===== src/rtl/nibble_serial_adder_ctrl.sv =====
`default_nettype none
// ============================================================================
// Module      : ripple_carry_4x4
// Description : 4-bit ripple-carry adder slice (s = a + b + cin).
//               The slice is shared across nibbles by nibble_serial_adder_ctrl.
// Ports       : i_a, i_b   4-bit addends
//               i_cin      carry in
//               o_sum      4-bit sum
//               o_cout     carry out of bit 3
// Revision    : 1.0  initial release
// ============================================================================
module ripple_carry_4x4 (
    input  logic [3:0] i_a,
    input  logic [3:0] i_b,
    input  logic       i_cin,
    output logic [3:0] o_sum,
    output logic       o_cout
);
    logic [4:0] w_carry;

    assign w_carry[0] = i_cin;

    generate
        for (genvar g = 0; g < 4; g++) begin : g_bit
            assign o_sum[g]     = i_a[g] ^ i_b[g] ^ w_carry[g];
            assign w_carry[g+1] = (i_a[g] & i_b[g]) | (w_carry[g] & (i_a[g] ^ i_b[g]));
        end
    endgenerate

    assign o_cout = w_carry[4];
endmodule

// ============================================================================
// Module      : nibble_serial_adder_ctrl
// Description : Computes one WIDTH-bit a+b+cin over WIDTH/4 cycles using a
//               single 4-bit ripple-carry slice, LSB nibble first. The carry
//               between nibbles is held in a register.
// Ports       : clk, reset_n        clock, asynchronous active-low reset
//               in_valid/in_ready   operand handshake (a, b, cin)
//               out_valid/out_ready result handshake (sum, cout)
//               busy                high while nibbles are being summed
// Revision    : 1.0  initial release
// ============================================================================
module nibble_serial_adder_ctrl #(
    parameter int WIDTH = 16
) (
    input  logic             clk,
    input  logic             reset_n,
    input  logic             in_valid,
    output logic             in_ready,
    input  logic [WIDTH-1:0] a,
    input  logic [WIDTH-1:0] b,
    input  logic             cin,
    output logic             out_valid,
    input  logic             out_ready,
    output logic [WIDTH-1:0] sum,
    output logic             cout,
    output logic             busy
);
    localparam int NIB   = WIDTH / 4;
    localparam int IDX_W = (NIB > 1) ? $clog2(NIB) : 1;

    localparam logic [IDX_W-1:0] c_LAST_NIB = IDX_W'(NIB - 1);

    localparam logic [1:0] c_IDLE = 2'd0;
    localparam logic [1:0] c_BUSY = 2'd1;
    localparam logic [1:0] c_DONE = 2'd2;

    logic [1:0]       r_state;
    logic [IDX_W-1:0] r_nib_idx;
    logic             r_carry;
    logic [WIDTH-1:0] r_a;
    logic [WIDTH-1:0] r_b;
    logic [WIDTH-1:0] r_sum;
    logic             r_cout;
    logic             r_out_valid;

    logic [3:0]       w_a_nib;
    logic [3:0]       w_b_nib;
    logic [3:0]       w_s_nib;
    logic             w_c_out;

    // Operand nibble mux: constant selects per candidate index keep every
    // select in range for any legal WIDTH.
    always_comb begin
        w_a_nib = 4'd0;
        w_b_nib = 4'd0;
        for (int n = 0; n < NIB; n++) begin
            if (r_nib_idx == IDX_W'(n)) begin
                w_a_nib = r_a[4*n +: 4];
                w_b_nib = r_b[4*n +: 4];
            end
        end
    end

    ripple_carry_4x4 u_slice (
        .i_a    (w_a_nib),
        .i_b    (w_b_nib),
        .i_cin  (r_carry),
        .o_sum  (w_s_nib),
        .o_cout (w_c_out)
    );

    always_ff @(posedge clk or negedge reset_n) begin
        if (!reset_n) begin
            r_state     <= c_IDLE;
            r_nib_idx   <= '0;
            r_carry     <= 1'b0;
            r_a         <= '0;
            r_b         <= '0;
            r_sum       <= '0;
            r_cout      <= 1'b0;
            r_out_valid <= 1'b0;
        end else begin
            case (r_state)
                c_IDLE: begin
                    if (in_valid) begin
                        r_a       <= a;
                        r_b       <= b;
                        r_carry   <= cin;
                        r_nib_idx <= '0;
                        r_state   <= c_BUSY;
                    end
                end
                c_BUSY: begin
                    for (int n = 0; n < NIB; n++) begin
                        if (r_nib_idx == IDX_W'(n)) begin
                            r_sum[4*n +: 4] <= w_s_nib;
                        end
                    end
                    r_carry   <= w_c_out;
                    r_nib_idx <= r_nib_idx + 1'b1;
                    if (r_nib_idx == c_LAST_NIB) begin
                        r_cout      <= w_c_out;
                        r_out_valid <= 1'b1;
                        r_state     <= c_DONE;
                    end
                end
                c_DONE: begin
                    // Result is held until retired; no new accept on this edge.
                    if (out_ready) begin
                        r_out_valid <= 1'b0;
                        r_state     <= c_IDLE;
                    end
                end
                default: begin
                    r_state <= c_IDLE;
                end
            endcase
        end
    end

    assign in_ready  = (r_state == c_IDLE);
    assign busy      = (r_state == c_BUSY);
    assign out_valid = r_out_valid;
    assign sum       = r_sum;
    assign cout      = r_cout;
endmodule
`default_nettype wire

===== config.mk =====
export PLATFORM = sky130hd
export DESIGN_NAME = nibble_serial_adder_ctrl
export DESIGN_NICKNAME = d
export VERILOG_FILES = /design/src/rtl/nibble_serial_adder_ctrl.sv
export SDC_FILE = /design/constraint.sdc
export NUM_CORES = 1
export LEC_CHECK = 0
export CELL_PAD_IN_SITES_DETAIL_PLACEMENT = 1
export CELL_PAD_IN_SITES_GLOBAL_PLACEMENT = 1
export CORE_ASPECT_RATIO = 2
export CORE_MARGIN = 5
export CORE_UTILIZATION = 40
export DETAILED_ROUTE_END_ITERATION = 8
export PLACE_DENSITY_LB_ADDON = 0.1
export SLEW_MARGIN = 5
export SYNTH_ARGS = -nofsm -noshare
export SYNTH_HDL_FRONTEND = slang
export SYNTH_HIERARCHICAL = 1
export SYNTH_SLANG_ARGS = --single-unit

===== constraint.sdc =====
create_clock -name clk -period 3.5 [get_ports clk]
set_input_delay 0.7 -clock clk [delete_from_list [all_inputs] [get_ports clk]]
set_output_delay 0.7 -clock clk [all_outputs]
set_load 0.01 [all_outputs]

==> run_results.csv, run 1 <==
group,metric,value,unit
run_status,status,"complete, no violations",
worst_setup_path,start_kind,"flop",
job,cap_violations,0,
routing,firstDrtPassIters,2,
sta,hold_violations,0,
cts,cts_hold_buf,0,
sta,period_needed,3.158,ns
global_routing,grt_pass1_wl,9.225,mm
worst_setup_path,max_stage_delay,0.48,ns
worst_setup_path,critPathSlowestCell,"fa_1",
worst_setup_path,critPathMaxFanout,5,
worst_setup_path,cp.arrival,3.34,ns
worst_setup_path,rrSetupSlack,0.34,ns
floorplanning,num_rows,40,
cts,cts.sinks,55,
final_layout,num-nets-final,293,
cts,cts_root_buf,"clkbuf_16",
cts,clkLatencyLatePin,0.29,ns
routing,wl,5.733,mm
routing,drcViolationCount,0,
final_layout,fin_util,54.46,%
routing,initialDrtViolationCount,48,
power,power_leakage,1.398,nW
routing,dr_total_vias,1660,
yosys,yosysSeqAreaShare,55.03,%
worst_setup_path,end_kind,"flop",
sta,skew,0.003426,ns
worst_setup_path,crit_buf_inv,5,
yosys,ys_ff_latch,55,
yosys,syn_area_per_cell,13.30,um^2
final_layout,areaGrowthSynthToFinish,31.87,%
floorplanning,initial_core_util,41.30,%
sta,timing.slew.headroom,57.42,%
worst_setup_path,cpMostUsedCell,"inv_1",
cts,clockBufferDepth,2,
worst_setup_path,required,3.68,ns
cts,cts_buffers,5,
sta,rsz0062_at_grt,"no",
place,place_congestion,0.8064,
floorplanning,io_pins,57,
global_routing,grt_antenna_before_repair,0,
sta,setup_viol,0,
routing,wl_per_cell,17.22,um
final_layout,nFillCells,626,
global_routing,grtUsageTotal,15.71,%
global_routing,grt_max_degree,34,
final_layout,diodes,0,
cts,clk_pin_slew,0.07,ns
sta,tns,0,ns
worst_setup_path,path_class,"flop to flop",
floorplanning,core,6056,um^2
sta,hold_ws,0.4285,ns
routing,drt-vias-per-instance,4.985,
global_routing,grt_pass1_vias,1809,
yosys,syn_nets,233,
final_layout,multi_input_area,1012,um^2
place,portBuffers,56,
sta,slew_viol_final,0,
yosys,ys_types,27,
power,ir_drop,408.7,uV
global_routing,overflow,0,
sta,fmax,0.3167,GHz
worst_setup_path,path_cells,"inv_1 -> ha_1 -> nor2b_2 -> a22oi_1 -> a21oi_1 -> fa_1 -> inv_1 -> fa_1 -> inv_1 -> fa_1 -> inv_1 -> fa_1 -> inv_1 -> mux2_2",
place,dp_slack,0.1834,ns
yosys,ys_warn_count,6,
yosys,synth_cells,188,
yosys,synth_area,2501,um^2
cts,cts_tree,"built",
power,p_per_area,1081,nW/um^2
min_path,hp-class,"input port to async pin",
place,dp_hpwl,4.504,mm
floorplanning,die-area,8030,um^2
floorplanning,dieWidth,65.92,um
sta,worst_slack,0.3423,ns
final_layout,register_area,1376,um^2
worst_setup_path,cp_top_family,"adder cells",
sta,final.period_utilization,90.22,%
routing,ant_nets,0,
sta,tightest_slew,0.6387,ns
cts,cts.htree.levels,2,
floorplanning,die_y,121.8,um
final_layout,drive_gt1_share,27.71,%
==> path summary, 6_finish.rpt <==
path	start	endpoint	cells past startpoint
max	r_nib_idx[0]$_DFFE_PN0P_	sum[7]$_DFFE_PN0P_	14
min in group clk	r_a[14]$_DFFE_PN0P_	r_a[14]$_DFFE_PN0P_	1
min reg2reg	r_a[14]$_DFFE_PN0P_	r_a[14]$_DFFE_PN0P_	1
max in group asynchronous	reset_n	r_nib_idx[1]$_DFFE_PN0P_	2
max reg2reg	r_nib_idx[0]$_DFFE_PN0P_	sum[7]$_DFFE_PN0P_	14
min	reset_n	r_state[0]$_DFFE_PN0P_	1
==> cell type report <==
| cell class | count | area share, % |
|---|---|---|
| clock inverters | 1 | 0.2656 |
| flip-flops and latches | 55 | 41.73 |
| repair buffers | 62 | 18.21 |
| multi-input cells | 110 | 30.69 |
| well taps | 84 | 3.187 |
| clock buffers | 7 | 4.325 |
| inverters | 14 | 1.593 |
==> report_power, final <==
group / total [mW] / internal (mW) / leakage [nW] / switching [mW]
clock: 0.500 / 0.286 / 0.0741 / 0.214
sequential: 1.20 / 0.976 / 0.654 / 0.224
combinational: 1.87 / 0.961 / 0.670 / 0.905
==> worst register-to-register path: cells and delay by family, from the launching register on <==
kind | cells | cell delay [ns]
compound gates | 2 | 0.32
fa+ha+maj | 5 | 1.41
buf+inv | 5 | 0.36
flops | 1 | 0.41
mux | 1 | 0.26
simple gates | 1 | 0.27
==> cell families after synthesis <==
| logic type | after synthesis | share of synthesized area, % |
|---|---|---|
| muxes | 50 | 22.46 |
| buffers and inverters | 23 | 4.702 |
| adders and majority gates | 8 | 5.203 |
| DFF | 55 | 55.03 |
| and+or+nand+nor | 22 | 5.203 |
| AOI/OAI and AO/OA | 30 | 7.404 |
==> synth_stat cells <==
cell type / n / area [um^2]
o21ai_0: 2 / 10.01
a21oi_1: 10 / 50.05
dfrtp_1: 55 / 1376
or3b_2: 1 / 8.760
buf_4: 2 / 15.01
o22ai_1: 7 / 43.79
nand2_2: 4 / 25.02
ha_1: 4 / 50.05
buf_6: 3 / 33.78
nand2b_1: 1 / 6.260
mux2i_1: 1 / 10.01
mux2_2: 47 / 529.3
inv_1: 13 / 48.80
clkbuf_1: 3 / 11.26
nor2b_1: 2 / 12.51
nand3b_1: 1 / 7.510
nand2_1: 6 / 22.52
a31oi_1: 1 / 6.260
nor2_1: 5 / 18.77
fa_1: 4 / 80.08
clkinv_1: 1 / 3.750
a22oi_1: 8 / 60.06
mux2_1: 2 / 22.52
nor3b_4: 1 / 18.77
o31ai_1: 2 / 15.01
buf_2: 1 / 5.000
nor4bb_1: 1 / 10.01
==> layout by cell type (no fill, tap or decap), types with 5 or more instances in the layout <==
cell type        count
o22ai_1              7
clkbuf_16            5
clkdlybuf4s50_1     55
mux2_2              47
buf_4                6
inv_1               13
a21oi_1             10
dfrtp_1             55
a22oi_1              8
nand2_1              6
==> flip-flops by register name, summed over array words and instances, names as in the netlist <==
signal,flops
r_state,2
r_carry,1
out_valid,1
cout,1
sum,16
r_nib_idx,2
r_b,16
r_a,16
==> stage by stage <==
stage	cells	area [um^2]	total power, mW
final	333	3298	3.566
after global routing	333	3298	3.857
after CTS	333	3293	3.644
after detailed placement	325	3142	3.123
after global placement	325	3142	3.053
after floorplan	188	2501	2.382
==> metal layers <==
metal | track usage (%) | share of wire (%) | up-vias
met1 | 16.61 | 37 | 838
li1 | - | - | 775
met2 | 29.48 | 58 | 40
met4 | 6.234 | 1.8 | 0
met5 | 0 | 0 | -
met3 | 2.952 | 3.6 | 7
==> repair_timing <==
item | in CTS | in global routing
endpoints found under the setup margin | 0 | 4
gates resized for setup | 0 | 2
setup buffers | 0 | 0
Power figures use the tool's default switching activity.
==> run 2, diff against run 1 <==
--- a/config.mk
+++ b/config.mk
@@ -5,11 +5,12 @@
 export SDC_FILE = /design/constraint.sdc
 export NUM_CORES = 1
 export LEC_CHECK = 0
+export ABC_AREA = 1
 export CELL_PAD_IN_SITES_DETAIL_PLACEMENT = 1
 export CELL_PAD_IN_SITES_GLOBAL_PLACEMENT = 1
 export CORE_ASPECT_RATIO = 2
 export CORE_MARGIN = 5
-export CORE_UTILIZATION = 40
+export CORE_UTILIZATION = 37
 export DETAILED_ROUTE_END_ITERATION = 8
 export PLACE_DENSITY_LB_ADDON = 0.1
 export SLEW_MARGIN = 5
==> run 2 against run 1 <==
Against the previous run: sequential power fell by 5%; via count grew 33%; first-iteration DRC count up 58%; flip-flop and latch count did not move; clock power fell by 1%; wire length rose by 21%; register-to-register slack worse by 0.03 ns; sequential share of layout area is 1.7 points lower; largest power group unchanged; highest routed layer unchanged.
==> run_results.csv, run 2 <==
group,metric,value,unit
run_status,status,"complete, no violations",
routing,dr_total_vias,2213,
cts,cts.htree.levels,2,
min_path,hold_path_end,"r_a[10]$_DFFE_PN0P_",
place,dp_hpwl,5.510,mm
power,switching_power,1.513,mW
cts,clkLatencyLatePin,0.30,ns
final_layout,num-nets-final,415,
yosys,synthFlopType,"dfrtp_1",
routing,firstDrtPassIters,4,
worst_setup_path,path_class,"flop to flop",
yosys,yosysSeqAreaShare,51.69,%
floorplanning,dieWidth,69.99,um
place,placed_cells,453,
yosys,synth.top_cells.by_area,"dfrtp_1 (52%), nand2_1 (17%), nand3_1 (8.3%), inv_1 (3.8%), a21oi_1 (3.0%)",
sta,hold_violations,0,
worst_setup_path,rrSetupSlack,0.31,ns
sta,setup_viol,0,
global_routing,grt_antenna_before_repair,0,
floorplanning,num_rows,43,
worst_setup_path,r2r_start,"r_nib_idx[1]$_DFFE_PN0P_",
power,seqPwrFrac,34.0,%
job,cap_violations,0,
floorplanning,initial_core_util,38.07,%
final_layout,register_area,1376,um^2
min_path,min_from,"r_a[10]$_DFFE_PN0P_",
sta,slew_viol_final,0,
sta,period_needed,3.186,ns
worst_setup_path,end_kind,"flop",
worst_setup_path,timing.rr.end,"sum[3]$_DFFE_PN0P_",
yosys,synth.most_common_cell,"nand2_1",
sta,timing.slew.headroom,40.71,%
routing,drcViolationCount,0,
global_routing,overflow,0,
global_routing,grt_pass1_wl,11.65,mm
yosys,ys_ff_latch,55,
power,intPower,1.854,mW
min_path,hold_depth,2,
sta,tns,0,ns
yosys,ys_types,19,
cts,cts.sinks,55,
final_layout,final_cells,461,
cts,cts_buffers,5,
routing,wl_per_cell,15.08,um
final_layout,diodes,0,
worst_setup_path,cp.arrival,3.39,ns
power,p_per_area,978.4,nW/um^2
final_layout,layout_commonest_cell,"nand2_1",
cts,clockBufferDepth,2,
yosys,synth_cells,317,
floorplanning,io_pins,57,
sta,tightest_slew,0.8894,ns
cts,cts_tree,"built",
yosys,synth_area,2663,um^2
power,power_leakage,1.730,nW
routing,initialDrtViolationCount,76,
sta,rsz0062_at_grt,"no",
worst_setup_path,required,3.71,ns
yosys,synth_top_cell_by_area,"dfrtp_1",
yosys,ys_warn_count,6,
final_layout,final_cell_mix,"nand2_1 (122), dfrtp_1 (55), clkdlybuf4s50_1 (55)",
yosys,synth_common_cells,"nand2_1 (122), dfrtp_1 (55), nand3_1 (44)",
global_routing,grt_pass1_vias,2362,
sta,hold_ws,0.4754,ns
floorplanning,core,6994,um^2
final_layout,multi_input_area,1094,um^2
min_path,hp-class,"flop to flop",
global_routing,grtUsageTotal,16.56,%
yosys,syn_nets,362,
worst_setup_path,critPathMaxFanout,8,
sta,final.period_utilization,91.02,%
routing,ant_nets,0,
power,ir_drop,416.5,uV
floorplanning,die_y,130.0,um
place,portBuffers,56,
final_layout,areaGrowthSynthToFinish,29.23,%
final_layout,drive_gt1_share,8.086,%
yosys,synth_top_area_share,51.69,%
worst_setup_path,r2r_cells,17,
cts,cts_root_buf,"clkbuf_16",
global_routing,grt_max_degree,40,
yosys,syn_area_per_cell,8.399,um^2
yosys,synth_edf_count,0,
power,power_switching_share,44.94,%
sta,fmax,0.3139,GHz
cts,clk_pin_slew,0.07,ns
final_layout,nFillCells,866,
worst_setup_path,start_kind,"flop",
routing,drt-vias-per-instance,4.800,
place,place_congestion,0.7630,
sta,skew,0.004840,ns
power,clkPwrFrac,14.7,%
power,combPwrFrac,51.3,%
yosys,async_flop_share,100.0,%
floorplanning,die-area,9096,um^2
routing,wl,6.952,mm
## run 2: repair_timing
action,CTS,global route
resized for setup,0,2
setup buffers,0,0
endpoints found under the setup margin,0,1
hold buffers,0,0
## run 2: cells by family after synthesis
| family | count (synthesis) | synth area share (%) |
|---|---|---|
| fa+ha+maj | 8 | 4.887 |
| simple gates | 173 | 28.57 |
| compound gates | 36 | 7.425 |
| flops | 55 | 51.69 |
| buf+inv | 45 | 7.425 |
## run 2: cell type report
type                            count  area share (%)
Sequential cell                    55           40.00
Multi-Input combinational cell    217           31.78
Timing Repair Buffer               63           17.67
Clock buffer                        5           3.636
Tap cell                           90           3.273
Inverter                           28           3.055
Clock inverter                      3          0.5818
## run 2: worst max path at each step
stage	from	end	slack (ns)	depth (start not counted)
final	r_nib_idx[1]$_DFFE_PN0P_	sum[3]$_DFFE_PN0P_	0.31	17
after global routing	r_nib_idx[1]$_DFFE_PN0P_	sum[3]$_DFFE_PN0P_	0.06	17
after global placement	r_nib_idx[1]$_DFFE_PN0P_	sum[11]$_DFFE_PN0P_	0.42	17
after CTS	r_nib_idx[1]$_DFFE_PN0P_	sum[3]$_DFFE_PN0P_	0.20	17
after floorplan	r_nib_idx[0]$_DFFE_PN0P_	sum[11]$_DFFE_PN0P_	0.52	18
after detailed placement	r_nib_idx[1]$_DFFE_PN0P_	sum[3]$_DFFE_PN0P_	0.22	17
## run 2: stage by stage
| step | power, mW | area, um^2 | setup WS [ns] | util, % |
|---|---|---|---|---|
| floorplan | 2.238 | 2663 | 0.5242 | - |
| global placement | 2.855 | 3291 | 0.4234 | 47.05 |
| detailed placement | 2.932 | 3291 | 0.2192 | 47.05 |
| CTS | 3.434 | 3436 | 0.2005 | 49.12 |
| global route | 3.699 | 3441 | 0.06139 | 49.20 |
| finish | 3.366 | 3441 | 0.3142 | 49.20 |
## run 2: power by group through the flow
stage	registers (mW)	logic [mW]	clock network [mW]
detailed placement	1.16	1.77	0
floorplan	1.13	1.11	0
global route	1.18	1.99	0.533
CTS	1.15	1.77	0.508
finish	1.14	1.73	0.493
global placement	1.15	1.71	0
## run 2: worst max-delay path, stage by stage, from the launching register on
cell,delay [ns]
dfrtp_1,0.41
inv_1,0.10
ha_2,0.27
inv_1,0.15
nand3_1,0.11
nand2_1,0.06
nand2_1,0.06
nand2_1,0.07
fa_1,0.41
inv_1,0.07
fa_1,0.15
inv_1,0.05
fa_1,0.36
inv_1,0.08
fa_1,0.40
inv_1,0.06
inv_1,0.07
o21ai_0,0.21
## run 2: metal layers
metal  global-route usage [%]  up-vias  part of all wire, %  routed length [um]
li1                         -     1104                    -                   -
met1                    16.34     1055                   36                2512
met2                    33.30       46                   58                4033
met3                    3.007        8                  3.7                 254
met4                    6.433        0                  2.2                 151
met5                        0        -                    0                   0
==> run 3, diff against run 2 <==
--- a/config.mk
+++ b/config.mk
@@ -12,6 +12,8 @@
 export CORE_MARGIN = 5
 export CORE_UTILIZATION = 37
 export DETAILED_ROUTE_END_ITERATION = 8
+export GPL_TIMING_DRIVEN = 0
+export MAX_ROUTING_LAYER = met4
 export PLACE_DENSITY_LB_ADDON = 0.1
 export SLEW_MARGIN = 5
 export SYNTH_ARGS = -nofsm -noshare
==> run 3 against run 2 <==
Against the previous run: worst hold slack worse by 0.064 ns; design area up 1.9%; flip-flop and latch count unchanged; cell count rose by 2.2%; clock skew up 0.0016 ns; first-iteration DRC count decreased by 36%; non-clock buffer count is 10 higher; fmax shrank 1.7%; core utilization grew 0.95 points; sequential power about the same; die area unchanged; count of clock-buffer cells in the layout stayed put; critical endpoint is now sum[11]$_DFFE_PN0P_.
==> run_results.csv, run 3 (synthesized netlist as in run 2, its figures left out) <==
group,metric,value,unit
global_routing,overflow,0,
worst_setup_path,start_kind,"flop",
final_layout,layout_commonest_cell,"nand2_1",
worst_setup_path,critPathLaunch,"r_nib_idx[1]$_DFFE_PN0P_",
worst_setup_path,timing.rr.end,"sum[11]$_DFFE_PN0P_",
sta,period_needed,3.242,ns
floorplanning,dieWidth,69.99,um
routing,wl_per_cell,14.13,um
sta,skew,0.006409,ns
worst_setup_path,path_class,"flop to flop",
routing,wl,6.655,mm
sta,setup_viol,0,
worst_setup_path,required,3.72,ns
sta,timing.slew.headroom,58.62,%
worst_setup_path,path_cells,"inv_1 -> ha_1 -> buf_6 -> clkinvlp_4 -> nand3_1 -> nand2_1 -> nand2_1 -> nand2_1 -> fa_1 -> inv_1 -> fa_1 -> inv_1 -> fa_1 -> inv_1 -> fa_1 -> inv_1 -> inv_1 -> o21ai_0",
cts,clockBufferDepth,2,
routing,ant_nets,0,
final_layout,nFillCells,860,
floorplanning,core,6994,um^2
global_routing,grt_antenna_before_repair,0,
sta,worst_slack,0.2578,ns
final_layout,final_cells,471,
sta,final.period_utilization,92.63,%
sta,slew_viol_final,0,
routing,firstDrtPassIters,4,
worst_setup_path,cp.arrival,3.46,ns
cts,clk_pin_slew,0.07,ns
final_layout,fin_util,50.14,%
global_routing,grt_pass1_vias,2415,
place,placed_cells,463,
final_layout,areaGrowthSynthToFinish,31.72,%
worst_setup_path,r2r_start,"r_nib_idx[1]$_DFFE_PN0P_",
floorplanning,initial_core_util,38.07,%
floorplanning,die-area,9096,um^2
worst_setup_path,cpMostUsedCell,"inv_1",
place,placed_cell_area,3341,um^2
place,portBuffers,55,
cts,clkLatencyLatePin,0.29,ns
routing,drcViolationCount,0,
cts,cts_hold_buf,0,
cts,cts_tree,"built",
worst_setup_path,r2r_cells,18,
global_routing,grt_max_degree,30,
routing,initialDrtViolationCount,49,
power,power,3.410,mW
worst_setup_path,critPathSlowestCell,"dfrtp_1",
cts,cts.htree.levels,2,
sta,hold_violations,0,
power,power_leakage,1.771,nW
floorplanning,num_rows,43,
worst_setup_path,cp_top_family,"adder cells",
final_layout,fin_area,3507,um^2
place,dp_slack,0.1520,ns
worst_setup_path,crit_buf_inv,8,
final_layout,diodes,0,
sta,tightest_slew,0.6207,ns
global_routing,grt_pass1_wl,11.21,mm
worst_setup_path,rrSetupSlack,0.26,ns
cts,cts.sinks,55,
cts,cts_buffers,5,
min_path,hp-class,"input port to async pin",
cts,cts_root_buf,"clkbuf_16",
place,dp_hpwl,5.365,mm
sta,fmax,0.3084,GHz
final_layout,drive_gt1_share,9.449,%
floorplanning,die_y,130.0,um
run_status,status,"complete, no violations",
sta,hold_ws,0.4114,ns
job,cap_violations,0,
routing,dr_total_vias,2209,
power,p_per_area,972.4,nW/um^2
worst_setup_path,end_kind,"flop",
place,place_congestion,0.8030,
final_layout,final_cell_mix,"nand2_1 (122), dfrtp_1 (55), clkdlybuf4s50_1 (54)",
final_layout,num-nets-final,425,
worst_setup_path,critPathMaxFanout,10,
routing,drt-vias-per-instance,4.690,
worst_setup_path,max_stage_delay,0.42,ns
worst_setup_path,worst-path-stages,18,
global_routing,grtUsageTotal,16.09,%
power,ir_drop,482.6,uV
sta,tns,0,ns
floorplanning,io_pins,57,
run 3: cell types whose count changed in the layout (fill, tap and decap cells not counted):
cell and delta:
buf_2 +6, clkbuf_1 +4, buf_4 -2, buf_6 +2
clkinv_4 +2, ha_1 +2, ha_2 -2, o21ai_0 -2
o21ai_1 +2, buf_12 +1, clkdlybuf4s50_1 -1, clkinv_2 -1
inv_1 -1
run 3: per-layer routing:
metal	GRT usage, %	vias to the layer above	part of all wire, %
met5	-	-	0
met4	4.853	0	1.3
met3	2.853	7	3.6
met2	31.73	40	57
met1	15.65	1042	38
li1	-	1120	-
run 3: worst max-delay path by stage:
stage,end
after floorplan,sum[11]$_DFFE_PN0P_
after global placement,r_a[0]$_DFFE_PN0P_
after detailed placement,sum[11]$_DFFE_PN0P_
after CTS,sum[11]$_DFFE_PN0P_
after global routing,sum[11]$_DFFE_PN0P_
final,sum[11]$_DFFE_PN0P_
run 3: power breakdown:
part / internal, mW / switching, mW / leakage [nW] / total (mW)
clock network: 0.268 / 0.233 / 0.0700 / 0.501
logic: 0.681 / 1.10 / 1.02 / 1.78
registers: 0.935 / 0.193 / 0.685 / 1.13
total: 1.88 / 1.53 / 1.77 / 3.41
run 3: final cells by class:
| type | count | area (um^2) | area share [%] |
|---|---|---|---|
| sequential | 55 | 1376 | 39.24 |
| multi-input combinational | 217 | 1089 | 31.04 |
| timing repair buffer | 58 | 580.6 | 16.55 |
| clock buffer | 5 | 125.1 | 3.568 |
| tap | 90 | 112.6 | 3.211 |
| inverter | 28 | 108.9 | 3.104 |
| buffer | 15 | 90.09 | 2.569 |
| clock inverter | 3 | 25.02 | 0.7135 |
run 3: worst register-to-register path: stages, from the launching register on:
cell and delay (ns):
dfrtp_1 0.42, inv_1 0.09, ha_1 0.16, buf_6 0.17
clkinvlp_4 0.18, nand3_1 0.11, nand2_1 0.06, nand2_1 0.06
nand2_1 0.09, fa_1 0.39, inv_1 0.08, fa_1 0.16
inv_1 0.05, fa_1 0.35, inv_1 0.07, fa_1 0.40
inv_1 0.06, inv_1 0.11, o21ai_0 0.18
run 3: what timing repair did:
action                     CTS  global route
hold endpoints to repair     0             0
gates resized for setup      0             6
setup buffers                0             2
setup endpoints to repair    0             4
